## src/rtl/pe_pkg.sv

```systemverilog
// ============================================================================
// pe_pkg : precision-mode encodings and helpers shared by the PE adder path
// Revision: 1.0
// ============================================================================
`default_nettype none

package pe_pkg;

    localparam int PRECISION_CONFIG_L = 2;

    localparam logic [PRECISION_CONFIG_L-1:0] PRECISION_CONFIG_8B  = 2'b00;
    localparam logic [PRECISION_CONFIG_L-1:0] PRECISION_CONFIG_16B = 2'b01;
    localparam logic [PRECISION_CONFIG_L-1:0] PRECISION_CONFIG_32B = 2'b10;

    // Any code that is not a known narrow mode runs as a full-width add.
    function automatic logic [PRECISION_CONFIG_L-1:0] normalize_mode(
        input logic [PRECISION_CONFIG_L-1:0] mode
    );
        if ((mode == PRECISION_CONFIG_8B) || (mode == PRECISION_CONFIG_16B)) begin
            return mode;
        end
        return PRECISION_CONFIG_32B;
    endfunction

    function automatic logic [2:0] lane_capacity(
        input logic [PRECISION_CONFIG_L-1:0] mode
    );
        case (mode)
            PRECISION_CONFIG_8B:  return 3'd4;
            PRECISION_CONFIG_16B: return 3'd2;
            default:              return 3'd1;
        endcase
    endfunction

endpackage

`default_nettype wire

```

## src/rtl/adder_decomposable.sv

```systemverilog
// ============================================================================
// adder_decomposable : N_ADDERS lane adders whose carries chain per precision
// Revision: 1.0
// ============================================================================
`default_nettype none

module adder_decomposable
    import pe_pkg::*;
#(
    parameter int EACH_ADDER_LEN = 8,
    parameter int N_ADDERS       = 4
) (
    input  logic [PRECISION_CONFIG_L-1:0]              mode,
    input  logic [N_ADDERS*EACH_ADDER_LEN-1:0]         in0,
    input  logic [N_ADDERS*EACH_ADDER_LEN-1:0]         in1,
    output logic [N_ADDERS-1:0][EACH_ADDER_LEN:0]      out_quart,
    output logic [N_ADDERS/2-1:0][2*EACH_ADDER_LEN:0]  out_half,
    output logic [N_ADDERS*EACH_ADDER_LEN:0]           out_full
);

    logic [N_ADDERS-1:0][EACH_ADDER_LEN-1:0] w_lsum;
    logic [N_ADDERS-1:0]                     w_cout;
    logic                                    w_carry;

    // True when the carry out of lane k-1 feeds lane k in this mode.
    function automatic logic lane_linked(
        input logic [PRECISION_CONFIG_L-1:0] m,
        input int                            k
    );
        if (k == 0) begin
            return 1'b0;
        end
        if (m == PRECISION_CONFIG_8B) begin
            return 1'b0;
        end
        if (m == PRECISION_CONFIG_16B) begin
            return (k % 2) == 1;
        end
        return 1'b1;
    endfunction

    always_comb begin
        w_carry = 1'b0;
        w_lsum  = '0;
        w_cout  = '0;
        for (int k = 0; k < N_ADDERS; k++) begin
            if (!lane_linked(mode, k)) begin
                w_carry = 1'b0;
            end
            {w_cout[k], w_lsum[k]} = {1'b0, in0[k*EACH_ADDER_LEN +: EACH_ADDER_LEN]}
                                   + {1'b0, in1[k*EACH_ADDER_LEN +: EACH_ADDER_LEN]}
                                   + {{EACH_ADDER_LEN{1'b0}}, w_carry};
            w_carry = w_cout[k];
        end
    end

    for (genvar k = 0; k < N_ADDERS; k++) begin : g_quart
        assign out_quart[k] = {w_cout[k], w_lsum[k]};
    end

    for (genvar j = 0; j < N_ADDERS/2; j++) begin : g_half
        assign out_half[j] = {w_cout[2*j+1], w_lsum[2*j+1], w_lsum[2*j]};
    end

    assign out_full = {w_cout[N_ADDERS-1], w_lsum};

endmodule

`default_nettype wire

```

## src/rtl/adder_lane_scheduler.sv

```systemverilog
// ============================================================================
// adder_lane_scheduler : packs same-precision requests onto one shared
// decomposable adder, returning per-requester sums two cycles after grant
// Revision: 1.0
// ============================================================================
`default_nettype none

module adder_lane_scheduler
    import pe_pkg::*;
#(
    parameter int N_REQ          = 4,
    parameter int EACH_ADDER_LEN = 8
) (
    input  logic                                         clk,
    input  logic                                         rst,
    input  logic [N_REQ-1:0]                             req_valid,
    input  logic [N_REQ-1:0][PRECISION_CONFIG_L-1:0]     req_mode,
    input  logic [N_REQ-1:0][4*EACH_ADDER_LEN-1:0]       req_in0,
    input  logic [N_REQ-1:0][4*EACH_ADDER_LEN-1:0]       req_in1,
    output logic [N_REQ-1:0]                             req_ready,
    output logic [N_REQ-1:0]                             resp_valid,
    output logic [N_REQ-1:0][4*EACH_ADDER_LEN:0]         resp_sum
);

    localparam int C_N_LANES = 4;
    localparam int C_WORD_W  = C_N_LANES * EACH_ADDER_LEN;
    localparam int C_SUM_W   = C_WORD_W + 1;
    localparam int C_HALF_W  = 2 * EACH_ADDER_LEN;
    localparam int C_PTR_W   = (N_REQ > 1) ? $clog2(N_REQ) : 1;

    logic [C_PTR_W-1:0]                          r_rr_ptr;
    logic                                        r_s1_valid;
    logic [C_WORD_W-1:0]                         r_s1_in0;
    logic [C_WORD_W-1:0]                         r_s1_in1;
    logic [PRECISION_CONFIG_L-1:0]               r_s1_mode;
    logic [C_N_LANES-1:0][C_PTR_W-1:0]           r_s1_owner;
    logic [C_N_LANES-1:0]                        r_s1_used;
    logic [N_REQ-1:0]                            r_resp_valid;
    logic [N_REQ-1:0][C_SUM_W-1:0]               r_resp_sum;

    logic [N_REQ-1:0][C_PTR_W-1:0]               w_rr_idx;
    logic [N_REQ-1:0]                            w_grant;
    logic                                        w_found;
    logic [PRECISION_CONFIG_L-1:0]               w_mode;
    logic [2:0]                                  w_cap;
    logic [2:0]                                  w_count;
    logic [C_PTR_W-1:0]                          w_last;
    logic [C_N_LANES-1:0][C_PTR_W-1:0]           w_owner;
    logic [C_N_LANES-1:0]                        w_used;
    logic [C_WORD_W-1:0]                         w_pack0;
    logic [C_WORD_W-1:0]                         w_pack1;

    logic [C_N_LANES-1:0][EACH_ADDER_LEN:0]      w_out_quart;
    logic [C_N_LANES/2-1:0][C_HALF_W:0]          w_out_half;
    logic [C_WORD_W:0]                           w_out_full;
    logic [C_N_LANES-1:0][C_SUM_W-1:0]           w_lane_result;

    function automatic logic [C_PTR_W-1:0] rr_index(
        input logic [C_PTR_W-1:0] base,
        input int                 offset
    );
        int s;
        s = int'(base) + offset;
        if (s >= N_REQ) begin
            s = s - N_REQ;
        end
        return C_PTR_W'(s);
    endfunction

    always_comb begin
        w_rr_idx = '0;
        for (int o = 0; o < N_REQ; o++) begin
            w_rr_idx[o] = rr_index(r_rr_ptr, o);
        end
    end

    // Walk requesters in round-robin order: the first valid one fixes the
    // cycle's precision, later ones join only if they match and a lane is free.
    always_comb begin
        w_grant = '0;
        w_found = 1'b0;
        w_mode  = PRECISION_CONFIG_32B;
        w_cap   = 3'd1;
        w_count = 3'd0;
        w_last  = '0;
        w_owner = '0;
        for (int o = 0; o < N_REQ; o++) begin
            if (req_valid[w_rr_idx[o]]) begin
                if (!w_found) begin
                    w_found              = 1'b1;
                    w_mode               = normalize_mode(req_mode[w_rr_idx[o]]);
                    w_cap                = lane_capacity(w_mode);
                    w_grant[w_rr_idx[o]] = 1'b1;
                    w_owner[0]           = w_rr_idx[o];
                    w_count              = 3'd1;
                    w_last               = w_rr_idx[o];
                end else if ((w_count < w_cap) &&
                             (normalize_mode(req_mode[w_rr_idx[o]]) == w_mode)) begin
                    w_grant[w_rr_idx[o]]  = 1'b1;
                    w_owner[w_count[1:0]] = w_rr_idx[o];
                    w_count               = w_count + 3'd1;
                    w_last                = w_rr_idx[o];
                end
            end
        end
        if (rst) begin
            w_grant = '0;
        end
    end

    assign req_ready = w_grant;

    always_comb begin
        w_used  = '0;
        w_pack0 = '0;
        w_pack1 = '0;
        for (int k = 0; k < C_N_LANES; k++) begin
            w_used[k] = (3'(k) < w_count);
        end
        case (w_mode)
            PRECISION_CONFIG_8B: begin
                for (int k = 0; k < C_N_LANES; k++) begin
                    if (w_used[k]) begin
                        w_pack0[k*EACH_ADDER_LEN +: EACH_ADDER_LEN] =
                            req_in0[w_owner[k]][EACH_ADDER_LEN-1:0];
                        w_pack1[k*EACH_ADDER_LEN +: EACH_ADDER_LEN] =
                            req_in1[w_owner[k]][EACH_ADDER_LEN-1:0];
                    end
                end
            end
            PRECISION_CONFIG_16B: begin
                for (int k = 0; k < C_N_LANES/2; k++) begin
                    if (w_used[k]) begin
                        w_pack0[k*C_HALF_W +: C_HALF_W] = req_in0[w_owner[k]][C_HALF_W-1:0];
                        w_pack1[k*C_HALF_W +: C_HALF_W] = req_in1[w_owner[k]][C_HALF_W-1:0];
                    end
                end
            end
            default: begin
                if (w_used[0]) begin
                    w_pack0 = req_in0[w_owner[0]];
                    w_pack1 = req_in1[w_owner[0]];
                end
            end
        endcase
    end

    always_ff @(posedge clk) begin
        if (rst) begin
            r_rr_ptr   <= '0;
            r_s1_valid <= 1'b0;
            r_s1_in0   <= '0;
            r_s1_in1   <= '0;
            r_s1_mode  <= PRECISION_CONFIG_8B;
            r_s1_owner <= '0;
            r_s1_used  <= '0;
        end else begin
            r_s1_valid <= |w_grant;
            if (|w_grant) begin
                r_rr_ptr   <= rr_index(w_last, 1);
                r_s1_in0   <= w_pack0;
                r_s1_in1   <= w_pack1;
                r_s1_mode  <= w_mode;
                r_s1_owner <= w_owner;
                r_s1_used  <= w_used;
            end
        end
    end

    adder_decomposable #(
        .EACH_ADDER_LEN (EACH_ADDER_LEN),
        .N_ADDERS       (C_N_LANES)
    ) u_adder (
        .mode      (r_s1_mode),
        .in0       (r_s1_in0),
        .in1       (r_s1_in1),
        .out_quart (w_out_quart),
        .out_half  (w_out_half),
        .out_full  (w_out_full)
    );

    always_comb begin
        w_lane_result = '0;
        case (r_s1_mode)
            PRECISION_CONFIG_8B: begin
                for (int k = 0; k < C_N_LANES; k++) begin
                    w_lane_result[k] = C_SUM_W'(w_out_quart[k]);
                end
            end
            PRECISION_CONFIG_16B: begin
                for (int k = 0; k < C_N_LANES/2; k++) begin
                    w_lane_result[k] = C_SUM_W'(w_out_half[k]);
                end
            end
            default: begin
                w_lane_result[0] = w_out_full;
            end
        endcase
    end

    // Non-owners keep their last sum; only the valid pulse is cleared.
    always_ff @(posedge clk) begin
        if (rst) begin
            r_resp_valid <= '0;
            r_resp_sum   <= '0;
        end else begin
            r_resp_valid <= '0;
            if (r_s1_valid) begin
                for (int k = 0; k < C_N_LANES; k++) begin
                    if (r_s1_used[k]) begin
                        r_resp_valid[r_s1_owner[k]] <= 1'b1;
                        r_resp_sum[r_s1_owner[k]]   <= w_lane_result[k];
                    end
                end
            end
        end
    end

    assign resp_valid = r_resp_valid;
    assign resp_sum   = r_resp_sum;

endmodule

`default_nettype wire
```

## config.mk

```make
export PLATFORM = sky130hd
export DESIGN_NAME = adder_lane_scheduler
export DESIGN_NICKNAME = d
export VERILOG_FILES = /design/src/rtl/pe_pkg.sv /design/src/rtl/adder_decomposable.sv /design/src/rtl/adder_lane_scheduler.sv
export SDC_FILE = /design/constraint.sdc
export NUM_CORES = 1
export LEC_CHECK = 0
export CELL_PAD_IN_SITES_DETAIL_PLACEMENT = 1
export CELL_PAD_IN_SITES_GLOBAL_PLACEMENT = 1
export CORE_MARGIN = 5
export CORE_UTILIZATION = 30
export DETAILED_ROUTE_END_ITERATION = 10
export MAX_ROUTING_LAYER = met4
export PLACE_DENSITY = 0.73
export SYNTH_ARGS = -nofsm -noshare
export SYNTH_HDL_FRONTEND = slang
export SYNTH_SLANG_ARGS = --single-unit
```

## constraint.sdc

```tcl
create_clock -name clk -period 12.92 [get_ports clk]
set_clock_uncertainty 0.1 [all_clocks]
set_input_delay 3.876 -clock clk [delete_from_list [all_inputs] [get_ports clk]]
set_output_delay 3.876 -clock clk [all_outputs]
set_load 0.05 [all_outputs]
```

# After elaboration in Yosys (flattened, before gate mapping)
# Index checks and enable logic that the tools add are counted.
# classes
n_addsub	19
n_lt_le_gt_ge	38
eq_ne	12
mux	226
bitwise_logic	7
reduce_logical	29
# op_table
operator	n
2-to-1 mux 132 bit	10
bitwise mux 132 bit	4
binary-select mux 32 bit (select 2 bit)	8
demux 33 bit (select 2 bit)	4
2-to-1 mux 8 bit	18
2-to-1 mux 33 bit	4
2-to-1 mux 32 bit	4
case mux 32 bit (2 select lines)	2
2-to-1 mux 2 bit	54
2-to-1 mux 16 bit	6
2-to-1 mux 4 bit	21
case mux 33 bit (2 select lines)	1
2-to-1 mux 1 bit	46
less-than comparator 2 x 3 -> 1 bit (second input constant)	15
2-to-1 mux 3 bit	14
2-to-1 mux 42 bit	1
adder 8 x 8 -> 9 bit	4
case mux 17 bit (2 select lines)	1
adder 9 x 1 -> 9 bit	3
bitwise mux 8 bit	3
OR 4 bit	6
greater-or-equal comparator 2 x 1 -> 1 bit (second input constant)	11
equality test 2 x 1 -> 1 bit (second input constant)	9
zero test 2 bit	9
other kinds (21)	73
# totals
ff_bits	217
input_bits	270
out_inout_bits	140
elab_cells	346

# Logic depth before layout (Yosys ltp)
# logic_depth
depth_word	35
mapped_depth	44
depth_no_buf	44

# Hierarchy
# A second synthesis with hierarchy kept.
# unflattened
hier_cells	2356
hier_area_um2	17828.3
# modules_own_cells
module	n_inst	cells_per_inst	area_per_inst_um2
adder_lane_scheduler	1	2115	15962.8
adder_decomposable	1	241	1865.5

# Worst setup path before layout
# No wires, ideal clock.
# synth_path
path_kind	in2out
start	input port req_valid[2]
end	output port req_ready[0]
arrival_ns	8.656
t_required_ns	8.944
setup_slack_ns	0.288
cell_stages	24
path_buffers	5
path_cell_list	clkbuf_1 -> mux4_2 -> clkbuf_1 -> inv_1 -> or4_1 -> clkbuf_1 -> inv_1 -> ha_1 -> o21ai_0 -> a221o_1 -> o2111a_1 -> buf_2 -> a21oi_1 -> a21oi_1 -> inv_1 -> ha_1 -> a21o_1 -> nor2b_1 -> mux2_2 -> and2_4 -> and2_1 -> buf_2 -> nand2_1 -> a31oi_1
# synth_via
elab_chain_cells	19
word_cells_on_any_way	53
classes_between	2 x add/sub; 3 x order compare; 3 x eq/ne; 39 x mux; 3 x bitwise; 3 x reduce/logical
# synth_lines
element	line_no	source
from (decl)	adder_lane_scheduler.sv:16	input logic [N_REQ-1:0] req_valid,
binary-select mux 1 bit (select 2 bit)	adder_lane_scheduler.sv:88	if (req_valid[w_rr_idx[o]]) begin
2-to-1 mux 1 bit (implied by the code)	adder_lane_scheduler.sv:88	
2-to-1 mux 1 bit, or another cell as far along	adder_lane_scheduler.sv:88	
less-than comparator 3 bit or equality test 2 bit (tied branches)	adder_lane_scheduler.sv:97, adder_lane_scheduler.sv:98	
logical AND 1 bit	adder_lane_scheduler.sv:97	end else if ((w_count < w_cap) &&
2-to-1 mux 3 bit	adder_lane_scheduler.sv:97	
2-to-1 mux 3 bit	adder_lane_scheduler.sv:89	if (!w_found) begin
2-to-1 mux 3 bit	adder_lane_scheduler.sv:88	
(+3 left out)	--	
2-to-1 mux 3 bit	adder_lane_scheduler.sv:89	
2-to-1 mux 3 bit	adder_lane_scheduler.sv:88	
less-than comparator 3 bit	adder_lane_scheduler.sv:97	
logical AND 1 bit	adder_lane_scheduler.sv:97	
2-to-1 mux 4 bit	adder_lane_scheduler.sv:97	
2-to-1 mux 4 bit	adder_lane_scheduler.sv:89	
2-to-1 mux 4 bit (*)	adder_lane_scheduler.sv:88	
2-to-1 mux 4 bit (*)	adder_lane_scheduler.sv:106	if (rst) begin
to (decl)	adder_lane_scheduler.sv:20	output logic [N_REQ-1:0] req_ready,
# Every way passes the cells marked *; elsewhere a longest branch is shown, timed or not. The select of a mux whose other input is x is not followed.

# Final worst setup path
# layout_path
start	input port req_valid[3]
end	output port req_ready[3]
# The elaborated chain is that of the path after synthesis.

==> results.py <==
metrics = {
    "run": {
        "cap_viol_max_count": 0,
    },
    "synth": {
        "seq_area_frac_synth_pct": 26.0,
        "synth.largest_area_cell": "dfxtp_1",
        "synthFlopType": "dfxtp_1",
        "synth_edf_count": 0,
        "netlist.area_leader.share_pct": 26.0,
        "yosys.area_share.simple_pct": 18.3,
        "synthesis.instances": 1977,
        "synthMuxAreaShare_pct": 19.7,
        "yosysMostFrequentCell": "nand2_1",
        "synth_xor_area_share_pct": 1.20,
        "synth.cell_area_mm2": 0.0167,
        "synth_compound_area_share_pct": 24.6,
        "ys_ff_latch": 217,
        "synthAdderAreaFrac_pct": 4.44,
        "synth.area.top_cells": "dfxtp_1, mux4_2, mux2i_1, nand2_1, nor2_1",
        "synth_top_family_by_area": "compound AO/OA/AOI/OAI gates",
        "synthArstFlopShare_pct": 0,
        "synthDistinctLibCells": 91,
        "syn_area_per_cell_um2": 8.44,
        "synth_warnings": 0,
        "synthesis.nets": 2302,
        "ys_top_cells_by_count": "nand2_1, nor2_1, dfxtp_1",
    },
    "route": {
        "drt-initial-drc-count": 1469,
        "drc": 0,
        "via_count": 17900,
        "firstDrtPassIters": 6,
        "postRouteAntennaNets": 0,
        "wirelength_um": 80600,
        "drt-wirelength-per-cell_um": 26.3,
        "avgViaCountPerCell": 5.85,
    },
    "sta": {
        "max_freq_ghz": 0.0789,
        "drv_slew": 0,
        "setup_viol": 0,
        "maxSlewHeadroom_pct": 16.7,
        "worst_pin_slew_ns": 1.25,
        "rsz0062_at_grt": "no",
        "layout_min_cycle_time_ns": 12.68,
        "hold_viol": 0,
        "tns_ns": 0,
        "finalCritPeriodShare_pct": 98.2,
    },
    "placed_design": {
        "port_buffers": 409,
        "place_congestion": 0.941,
        "dp.cells": 3005,
        "dp_hpwl_um": 62700,
    },
    "power_and_ir_drop": {
        "p_comb_share_pct": 71.0,
        "p_sw_share_pct": 51.3,
        "p_switching_mw": 2.96,
        "powerDensity_mw_per_mm2": 258,
        "p_leak_nw": 8.24,
        "clkPwrFrac_pct": 13.1,
        "p_int_mw": 2.81,
        "seqPwrFrac_pct": 15.9,
        "max-vdd-ir-drop_mv": 0.232,
    },
    "global_routing": {
        "antenna_found_initial": 6,
        "grt_max_degree": 70,
        "grt_pass1_wl_um": 119000,
        "grt_usage_pct": 26.1,
        "first_global_vias": 18500,
        "grt_overflow_total": 0,
    },
    "worst_setup_path": {
        "startpoint_type": "primary input",
        "cp_data_required_time_ns": 8.94,
        "critPathKind": "primary input to output port",
        "worstPathMaxFanout": 9,
        "arrival_ns": 8.71,
        "cp-end-kind": "output port",
    },
    "min_path": {
        "hold_path.class": "flop to flop",
    },
    "finish": {
        "multi_input_area_mm2": 0.0115,
        "area_growth_pct": 34.3,
        "final_layout_size_suffix_gt1_share_pct": 10.0,
        "fin_cells": 3062,
        "fillCellCount": 6463,
        "fin_nets": 2614,
        "register_area_mm2": 0.00434,
    },
    "clock_network": {
        "max-clock-path-buffers": 3,
        "worst_skew_pair.late_latency_ns": 0.54,
        "hold_buffers": 0,
        "numCtsBuffers": 26,
        "ctsHtreeMaxLevel": 1,
        "root_buffer": "clkbuf_16",
        "cts_tree": "yes",
        "clk_pin_slew_ns": 0.06,
        "clkSinkCount": 217,
    },
    "outcome": {
        "run_status": "finished clean",
    },
    "die": {
        "die_h_um": 246,
        "ios": 410,
        "dieWidth_um": 246,
        "start_util_pct": 30.3,
        "rows": 86,
        "fp.coreArea_mm2": 0.0551,
        "dieArea_mm2": 0.0604,
    },
}
==> layout make-up <==
class                      instances  share of cell area, %
antenna                            6                 0.0670
inverter                          44                  0.737
tap                              748                   4.18
clock inverter                     8                  0.419
sequential                       217                   19.4
clock buffer                      39                   3.53
multi-input combinational       1541                   51.5
timing repair buffer             459                   20.2
==> per-layer routing <==
metal,global-route usage [%],part of all wire (%),vias up
li1,-,-,8077
met2,43.5,49,760
met5,-,0,-
met3,4.08,6.5,118
met1,32.5,41,8963
met4,8.30,3.5,0
==> path summary, 6_finish.rpt <==
path | start | endpoint | slack, ns | depth (start not counted)
worst min register to register | resp_sum[15]$_SDFFE_PP0P_ | resp_sum[15]$_SDFFE_PP0P_ | 0.39 | 2
worst max-delay path | req_valid[3] | req_ready[3] | 0.24 | 20
worst max register to register | r_s1_in1[0]$_SDFFE_PP0P_ | resp_sum[115]$_SDFFE_PP0P_ | 3.72 | 44
worst min-delay path | resp_sum[15]$_SDFFE_PP0P_ | resp_sum[15]$_SDFFE_PP0P_ | 0.39 | 2
==> repair_timing <==
item,in CTS,in global routing
setup buffers,0,4
gates resized for setup,0,6
endpoints found under the setup margin,0,4
==> kinds of logic after synthesis <==
logic type / after synthesis
adders and majority gates: 55
DFF: 217
AOI/OAI and AO/OA: 548
buffers and inverters: 219
and+or+nand+nor: 680
xor gates and xnor gates: 22
muxes: 236
==> registers in the layout, indices dropped and copies added, names as in the netlist <==
name and flops:
r_s1_mode 2, r_s1_owner 8, r_s1_in1 32, resp_valid 4
resp_sum 132, r_s1_valid 1, r_s1_used 4, r_s1_in0 32
r_rr_ptr 2
==> critical path, cell delays in order <==
cell and delay (ns):
clkdlybuf4s50_1 0.56, mux4_2 0.59, buf_4 0.19, and4bb_1 0.30
nor2_1 0.06, ha_1 0.26, o21ai_0 0.07, a221o_1 0.37
o2111a_1 0.19, and3_1 0.24, and2_1 0.21, ha_1 0.30
a21o_1 0.13, nor2_1 0.05, mux2_2 0.28, and2_4 0.14
and2_2 0.21, a221o_1 0.31, nor2b_2 0.17, buf_12 0.18
==> per-stage QoR <==
step / hold slack [ns] / setup slack [ns] / util [%] / area (µm²) / total power [mW]
4_1_cts: 0.389 / 0.0991 / 40.6 / 22300 / 5.76
3_5_place_dp: 0.377 / 0.112 / 39.0 / 21500 / 4.99
3_3_place_gp: 0.370 / 0.234 / 39.0 / 21500 / 4.91
2_1_floorplan: 0.354 / 0.288 / - / 16700 / 3.63
5_1_grt: 0.399 / 0.00970 / 40.7 / 22400 / 6.09
6_report: 0.389 / 0.239 / 40.7 / 22400 / 5.78
==> power groups by stage <==
stage	clock network (mW)	logic (mW)	registers, mW
2_1_floorplan	0	2.63	0.997
3_3_place_gp	0	3.99	0.921
3_5_place_dp	0	4.06	0.928
4_1_cts	0.769	4.07	0.915
5_1_grt	0.793	4.36	0.932
6_report	0.756	4.10	0.917
==> layout by cell type, fill, tap and decap left out, drive strengths merged, types with 39 or more instances in the layout <==
cell type,netlist,final
clkbuf,119,39
nand3,46,46
a22oi,86,86
a211oi,42,42
ha,48,48
buf,56,55
mux4,74,74
o211ai,48,48
nand2,268,268
a21oi,94,94
dfxtp,217,217
nor2,218,218
clkdlybuf4s50,0,404
mux2i,159,159
o21ai,51,51
inv,43,43
No activity file was read; power rests on OpenSTA's default activity.
